--- src/rtl/dvp_frame_writer.sv ---
// rtl/dvp_frame_writer.sv - buffers RGB565 pixels and issues fixed-length burst writes per frame
module dvp_frame_writer #(
    parameter int BURST_LEN    = 64,
    parameter int FIFO_DEPTH   = 256,
    parameter int FRAME_PIXELS = 307200,
    parameter int ADDR_W       = 20,
    parameter int BASE_ADDR    = 0
) (
    input  logic                        sclk,         // system clock
    input  logic                        rst,          // synchronous, active-high
    input  logic                        frame_start,  // start-of-frame pulse
    input  logic                        pix_valid,    // pixel strobe
    input  logic [15:0]                 pix_data,     // RGB565 pixel
    output logic                        wr_req,       // burst request, held until wr_ack
    output logic [ADDR_W-1:0]           wr_addr,      // burst start word address
    input  logic                        wr_ack,       // request accepted
    input  logic                        wr_data_rd,   // controller pops one word
    output logic [15:0]                 wr_data,      // FIFO head, registered show-ahead
    output logic [$clog2(FIFO_DEPTH):0] fifo_level,   // FIFO occupancy
    output logic                        overflow,     // sticky pixel-dropped-on-full flag
    output logic                        frame_done    // one-cycle end-of-frame pulse
);
    localparam int PW     = $clog2(FIFO_DEPTH);
    localparam int LW     = PW + 1;
    localparam int NBURST = FRAME_PIXELS / BURST_LEN;
    localparam int CW     = $clog2(FRAME_PIXELS + 1);
    localparam int BW     = $clog2(NBURST + 1);
    localparam int KW     = $clog2(BURST_LEN + 1);

    typedef enum logic [2:0] {S_IDLE, S_FILL, S_REQ, S_XFER, S_DONE} state_t;

    state_t          state_q, state_d;
    logic [PW-1:0]   wr_ptr_q, wr_ptr_d, rd_ptr_q, rd_ptr_d, rd_next;
    logic [LW-1:0]   level_q, level_d;
    logic [CW-1:0]   in_cnt_q, in_cnt_d;
    logic [BW-1:0]   burst_idx_q, burst_idx_d;
    logic [KW-1:0]   pop_cnt_q, pop_cnt_d;
    logic            pending_q, pending_d;
    logic            overflow_q, overflow_d;
    logic [15:0]     head_q, head_d;
    logic [15:0]     mem_q [FIFO_DEPTH];

    logic accepting, full, in_room, push, pop, last_pop, restart;

    always_comb begin
        state_d     = state_q;
        wr_ptr_d    = wr_ptr_q;
        rd_ptr_d    = rd_ptr_q;
        level_d     = level_q;
        in_cnt_d    = in_cnt_q;
        burst_idx_d = burst_idx_q;
        pop_cnt_d   = pop_cnt_q;
        pending_d   = pending_q;
        overflow_d  = overflow_q;
        head_d      = head_q;
        restart     = 1'b0;
        rd_next     = rd_ptr_q + PW'(1);

        // Once a restart is pending, the rest of the old frame is discarded.
        accepting = (state_q == S_FILL || state_q == S_REQ || state_q == S_XFER) && !pending_q;
        full      = (level_q == LW'(FIFO_DEPTH));
        in_room   = (in_cnt_q < CW'(FRAME_PIXELS));
        pop       = (state_q == S_XFER) && wr_data_rd && (level_q != '0);
        last_pop  = pop && (pop_cnt_q == KW'(BURST_LEN - 1));

        case (state_q)
            S_IDLE: if (frame_start) restart = 1'b1;
            S_FILL: begin
                if (frame_start) restart = 1'b1;
                else if (level_q >= LW'(BURST_LEN)) state_d = S_REQ;
            end
            S_REQ: begin
                if (frame_start) pending_d = 1'b1;
                if (wr_ack) state_d = S_XFER;
            end
            S_XFER: begin
                if (frame_start) pending_d = 1'b1;
                if (last_pop) begin
                    if (pending_q || frame_start) restart = 1'b1;
                    else if (burst_idx_q == BW'(NBURST - 1)) state_d = S_DONE;
                    else state_d = S_FILL;
                end
            end
            S_DONE: begin
                if (frame_start) restart = 1'b1;
                else state_d = S_IDLE;
            end
            default: state_d = S_IDLE;
        endcase

        push = accepting && pix_valid && !full && in_room && !restart;

        if (accepting && pix_valid && full && in_room) overflow_d = 1'b1;

        if (push) begin
            wr_ptr_d = wr_ptr_q + PW'(1);
            in_cnt_d = in_cnt_q + CW'(1);
        end
        if (pop) begin
            rd_ptr_d  = rd_next;
            pop_cnt_d = last_pop ? '0 : pop_cnt_q + KW'(1);
        end
        if (last_pop) burst_idx_d = burst_idx_q + BW'(1);
        level_d = level_q + LW'(push) - LW'(pop);

        // Show-ahead head: a pushed pixel becomes the head only when it lands
        // in a FIFO that is (or is about to become) empty.
        if (push && (level_q == '0 || (pop && level_q == LW'(1)))) head_d = pix_data;
        else if (pop && level_q > LW'(1)) head_d = mem_q[rd_next];

        if (restart) begin
            state_d     = S_FILL;
            wr_ptr_d    = '0;
            rd_ptr_d    = '0;
            level_d     = '0;
            in_cnt_d    = '0;
            burst_idx_d = '0;
            pop_cnt_d   = '0;
            pending_d   = 1'b0;
            overflow_d  = 1'b0;
        end
    end

    always_ff @(posedge sclk) begin
        if (rst) begin
            state_q     <= S_IDLE;
            wr_ptr_q    <= '0;
            rd_ptr_q    <= '0;
            level_q     <= '0;
            in_cnt_q    <= '0;
            burst_idx_q <= '0;
            pop_cnt_q   <= '0;
            pending_q   <= 1'b0;
            overflow_q  <= 1'b0;
            head_q      <= '0;
        end else begin
            state_q     <= state_d;
            wr_ptr_q    <= wr_ptr_d;
            rd_ptr_q    <= rd_ptr_d;
            level_q     <= level_d;
            in_cnt_q    <= in_cnt_d;
            burst_idx_q <= burst_idx_d;
            pop_cnt_q   <= pop_cnt_d;
            pending_q   <= pending_d;
            overflow_q  <= overflow_d;
            head_q      <= head_d;
        end
    end

    always_ff @(posedge sclk) begin
        if (push) mem_q[wr_ptr_q] <= pix_data;
    end

    assign wr_req     = (state_q == S_REQ);
    assign wr_addr    = ADDR_W'(BASE_ADDR) + ADDR_W'(burst_idx_q * BURST_LEN);
    assign wr_data    = head_q;
    assign fifo_level = level_q;
    assign overflow   = overflow_q;
    assign frame_done = (state_q == S_DONE);
endmodule

--- config.mk ---
export PLATFORM = sky130hd
export DESIGN_NAME = dvp_frame_writer
export DESIGN_NICKNAME = d
export VERILOG_FILES = /design/src/rtl/dvp_frame_writer.sv
export SDC_FILE = /design/constraint.sdc
export NUM_CORES = 2
export LEC_CHECK = 0
export CORE_MARGIN = 2
export CORE_UTILIZATION = 36
export CTS_CLUSTER_SIZE = 14
export DETAILED_ROUTE_END_ITERATION = 16
export HOLD_SLACK_MARGIN = 0.03
export SKIP_LAST_GASP = 1
export SYNTH_ARGS = -nofsm -noshare
export SYNTH_HDL_FRONTEND = slang
export SYNTH_SLANG_ARGS = --single-unit
export TNS_END_PERCENT = 10
--- constraint.sdc ---
create_clock -name sclk -period 7.7 [get_ports sclk]
set_clock_uncertainty 0.1 [all_clocks]
set_input_delay 1.54 -clock sclk [delete_from_list [all_inputs] [get_ports sclk]]
set_output_delay 1.54 -clock sclk [all_outputs]
set_load 0.1 [all_outputs]
# Yosys cells after proc, flatten, opt, wreduce, memory -nomap -nowiden
# Memories as Yosys holds them, arrays and structs flattened.
# Index checks and enable logic that the tools add are counted.
# Widths: inputs -> output; s select.
# word_totals
ff_bits	85
mem_count	1
elab_cells	92
mem_bits_rw	4096
output_inout_bits	48
# op_classes
eq_ne	21
n_mux	18
add_sub_neg	7
n_reduce_logical	30
n_lt_le_gt_ge	3
n_bitwise	1
# mem_list
name	words	word_bits	read_ports	rd_ports_with_merged_regs	wr	line_no	text
mem_q	256	16	1	0	1	41	logic [15:0] mem_q [FIFO_DEPTH];
# op_table
cell	n
$mux 16	2
$mux 3	7
$add 19x1->19 const B	1
$lt 19x19->1 const B	1
$add 8x1->8 const B	2
$pmux 3 s5	1
$reduce_and 7->1	2
$add 13x1->13 const B	1
$eq 13x13->1 const B	1
$logic_and 1x1->1	13
$ne 2x2->1 const B	5
$add 9x1->9	1
$eq 9x1->1 const B	1
$eq 9x9->1 const B	1
$ge 9x7->1 const B	1
$gt 9x1->1 const B	1
$logic_not 9->1	1
$ne 3x3->1 const B	3
$reduce_bool 9->1	1
$sub 9x1->9	1
$add 7x1->7 const B	1
$eq 7x6->1 const B	1
$mux 7	1
$eq 3x2->1 const B	2
other kinds (15)	28

# Longest topological paths before layout
# logic_depth
word_depth	10
mapped_depth	23
ltp_nobuf	21

# Worst setup path after synthesis
# No wires, ideal clock.
# synth_path
path_type	input port to flip-flop
from	input wr_data_rd
to	register level_q[8] (netlist: fifo_level[8])
required_time_ns	7.472
n_path_buf	2
t_arrival_ns	4.440
setup_slack_ns	3.032
stages	21
setup_ns	0.128
path_cell_list	nand4b_1 > a21o_1 > inv_2 > a22oi_2 > and3_1 > buf_2 > clkbuf_1 > inv_1 > ha_1 > inv_1 > ha_1 > inv_1 > fa_1 > o21bai_1 > a21oi_1 > o21bai_1 > a21oi_1 > o21bai_1 > a21oi_1 > xnor2_1 > nor2_1
# synth_via
elab_chain_cells	9
# synth_lines
element	line_no	text
from (decl)	17	input logic wr_data_rd,
$logic_and 1x1->1 * (2 in a row)	63	pop = (state_q == S_XFER) && wr_data_rd && (level_q != '0);
named net pop	43	logic accepting, full, in_room, push, pop, last_pop, restart;
$logic_and 1x1->1	64	last_pop = pop && (pop_cnt_q == KW'(BURST_LEN - 1));
$mux 1	78	if (last_pop) begin
$pmux 1 s2	66	case (state_q)
$logic_not 1->1	91	push = accepting && pix_valid && !full && in_room && !restart;
$logic_and 1x1->1	91	
$add 9x1->9	104	level_d = level_q + LW'(push) - LW'(pop);
$sub 9x1->9	104	
to (signal assigned)	140	level_q <= level_d;
to (decl)	34	logic [LW-1:0] level_q, level_d;
# Mark *: on every way through the listed nets, which the timed path passes. The rest lies on a longest branch.
# A chain may end at the register's enable or synchronous reset.

# Worst setup path in the final report
# layout_path
from	input wr_data_rd
to	memory mem_q[19][5] (enable)
# layout_via
elab_chain_cells	9
# layout_lines
element	line_no	text
$logic_and 1x1->1 (2 in a row)	63	
named net pop	43	
$logic_and 1x1->1	64	
$mux 1	78	
$pmux 1 s2	66	
$logic_not 1->1	91	
$logic_and 1x1->1	91	
$mux 1	151	if (push) mem_q[wr_ptr_q] <= pix_data;
$mux 1 (implied by the code)	151	
to (decl)	41	
# The timed path passes the listed nets, and every way through them passes these cells.

==> impl_metrics.toml <==
[run_status]
status = "complete, but fails checks"
violations = "max-capacitance violations, max-slew violations"

[yosys]
yosys.area.top_type = "edfxtp_1"
synth_area_um2 = 161000
ys_ff_latch = 4181
synth.yosys.seq_area_share_pct = 77.2
ys_types = 65
synth_area_leaders = "edfxtp_1 (76%), mux4_2 (17%), dfxtp_1 (1.1%), nand2_1 (0.94%), nor2_1 (0.86%)"
synthArstFlopShare_pct = 0
synthesis.instances = 7253
syn_avg_cell_area_um2 = 22.3
synth_top_cell_area_share_pct = 76.2
ys_warn_count = 0
synth_top_flop_cell = "edfxtp_1"
synth_edf_count = 4096

[grt]
antenna_found_initial = 27
grt_pass1_vias = 77408
grt_usage_pct = 18.6
grt_overflow_total = 0
grt_max_degree = 165
grt_pass1_wl_um = 605000

[setup_path]
r2r_slack_ns = 2.23
slowest_delay_ns = 1.17
crit_buf_inv = 3
slowest_stage = "nand3_2"
path_class = "input pin to register"
cp_top_family = "simple AND/OR/NAND/NOR gates"
cp_max_fo = 16
path_cells = "clkdlybuf4s50_1 > nand4b_1 > a21o_1 > inv_2 > a22oi_2 > and3_2 > nand3_2 > buf_4 > nor2_2"
cp.required_ns = 8.17
crit_path_end_kind = "register"
worstPathArrival_ns = 6.31
critPathLaunchType = "input pin"

[die]
core_um2 = 446000
io_pins = 70
start_util_pct = 36.2
die_h_um = 674
die_w_um = 674
die_area_um2 = 454000
rows = 245

[sta]
hold_violations = 0
setup_violations = 0
maxSlewViolCount = 2
finalWorstSetupSlack_ns = 1.86
slew_headroom_pct = -0.0767
fmax_mhz = 171
period_minus_slack_ns = 5.84
tns_ns = 0
finalCritPeriodShare_pct = 75.9
grt_setup_unrepaired = "no"
worst_pin_slew_ns = 1.50

[drt]
drt_iter0_markers = 11535
route.detailed.drc = 0
wl_um = 430000
wl_per_cell_um = 30.8
drtAntennaViolNets = 0
vias = 78072
dr.pass1.iters = 7
via_per_inst = 5.59

[power_and_ir_drop]
powerDensity_nw_per_um2 = 246
internal_power_uw = 36200
leakage_uw = 0.0546
pwr-share-comb_pct = 1.3
p_clk_share_pct = 43.4
switching_power_uw = 9050
p_sw_share_pct = 20.0
ir_drop_mv = 0.207
seqPwrFrac_pct = 55.3

[clock_tree]
clkSlewWorstSetupHoldPaths_ns = 0.06
cts_resized = 0
cts_buffers = 410
cts_post_setup_buffers_inserted = 0
clockBufferDepth = 4
cts_root_buf = "clkbuf_16"
clock_latency_ns = 0.97
hold_buffers = 0
htree_levels = 5
cts_tree = "done"
cts.sinks = 4181

[final_layout]
final_layout_size_suffix_gt1_share_pct = 27.7
final_cell_mix = "edfxtp_1 (4,096), mux4_2 (1,184), clkbuf_16 (417)"
final_common_cell = "edfxtp_1"
nNetsFinal = 7744
synthToLayoutAreaGrowth_pct = 14.0
fillers = 38318

[placed_design]
post-place-ws_ns = 0.907
dp_hpwl_um = 260000
gp_congestion = 0.872
port_buffers = 62

[run]
maxCapViolCount = 1

[worst_hold_path]
hold_path_class = "register to register"
routing by layer:
layer / up-vias / global-route usage (%) / routed length (um)
met4: 4 / 5.33 / 13000
met5: - / 0 / 24
met3: 564 / 3.53 / 40800
li1: 31353 / - / -
met1: 42125 / 26.6 / 174000
met2: 4026 / 29.2 / 202000
power by group through the flow:
stage | clock network (uW) | registers (uW) | logic [uW]
after floorplan | 0 | 25500 | 56.6
after global placement | 0 | 25500 | 585
after detailed placement | 0 | 25500 | 612
after CTS | 19900 | 25000 | 609
after global routing | 20800 | 25000 | 635
final | 19600 | 25000 | 602
cell families (layout without fill, tap and decap cells):
| logic type | Yosys count | after routing | share of synthesized area, % |
|---|---|---|---|
| AO/OA/AOI/OAI | 219 | 219 | 0.963 |
| XOR/XNOR | 60 | 60 | 0.342 |
| adder cells (fa/ha/maj) | 25 | 25 | 0.198 |
| buffers and inverters | 431 | 1204 | 1.41 |
| flip-flops | 4181 | 4181 | 77.2 |
| multiplexers | 1264 | 1264 | 17.0 |
| other | 1 | 15 | 0.00232 |
| AND/OR/NAND/NOR | 1072 | 1072 | 2.83 |
path summary, 6_finish.rpt:
| check | cells after the start | startpoint | endpoint |
|---|---|---|---|
| min | 2 | pop_cnt_q[6] | pop_cnt_q[6] |
| min reg2reg | 2 | pop_cnt_q[6] | pop_cnt_q[6] |
| max | 9 | wr_data_rd | mem_q[19][5] |
| max reg2reg | 10 | fifo_level[3] | mem_q[19][5] |
sequential cells by signal, summed over array words and instances (netlist names), 3 cells and up:
signal,cells
burst_idx_q,13
fifo_level,9
in_cnt_q,19
mem_q,4096
pop_cnt_q,7
rd_ptr_q,8
state_q,3
wr_data,16
wr_ptr_q,8
layout make-up:
| type | count | area, um^2 | share of cell area (%) |
|---|---|---|---|
| multi-input combinational | 2647 | 34800 | 18.9 |
| inverter | 27 | 101 | 0.0551 |
| timing repair buffer | 430 | 3960 | 2.15 |
| clock buffer | 507 | 10800 | 5.89 |
| clock inverter | 240 | 2190 | 1.19 |
| sequential | 4181 | 125000 | 67.8 |
| antenna | 8 | 20.0 | 0.0109 |
| tap | 5928 | 7420 | 4.03 |
through the flow:
stage	instance area, um^2	hold WS, ns	std cells	power [uW]	utilization, %
3_3_place_gp	171000	0.333	13213	26100	38.3
6_report	184000	0.359	13968	45200	41.3
2_1_floorplan	161000	0.318	7259	25600	-
5_1_grt	184000	0.383	13961	46400	41.3
4_1_cts	184000	0.358	13960	45500	41.3
3_5_place_dp	171000	0.348	13213	26100	38.3
Yosys cell counts (5+ instances only):
library cell  instances
inv_1                26
buf_2               127
nand4_1              47
ha_1                 24
mux4_2             1184
nor2_1              371
and3_1               14
o221ai_1             15
nand2_1             404
buf_1                28
o2111ai_1            10
nand3_1             170
o211ai_1              5
buf_4                73
o2111a_1              9
clkbuf_1            146
or3_1                 9
xor2_1               31
dfxtp_1              85
nor2b_1               9
edfxtp_1           4096
a31oi_1              44
a32oi_1              24
xnor2_1              27
a22oi_1               8
mux2i_1              80
o21bai_1              7
o21ai_0              15
buf_6                30
a21oi_1              50
nor3_1               23
worst reg2reg max path, delay by kind of cell, from the launching register on:
kind                     cells  cell delay [ns]
AO/OA/AOI/OAI                2             0.86
adder cells (fa/ha/maj)      1             0.18
buffers and inverters        3             1.06
flip-flops                   1             0.33
AND/OR/NAND/NOR              4             2.57
Power figures use the tool's default switching activity.
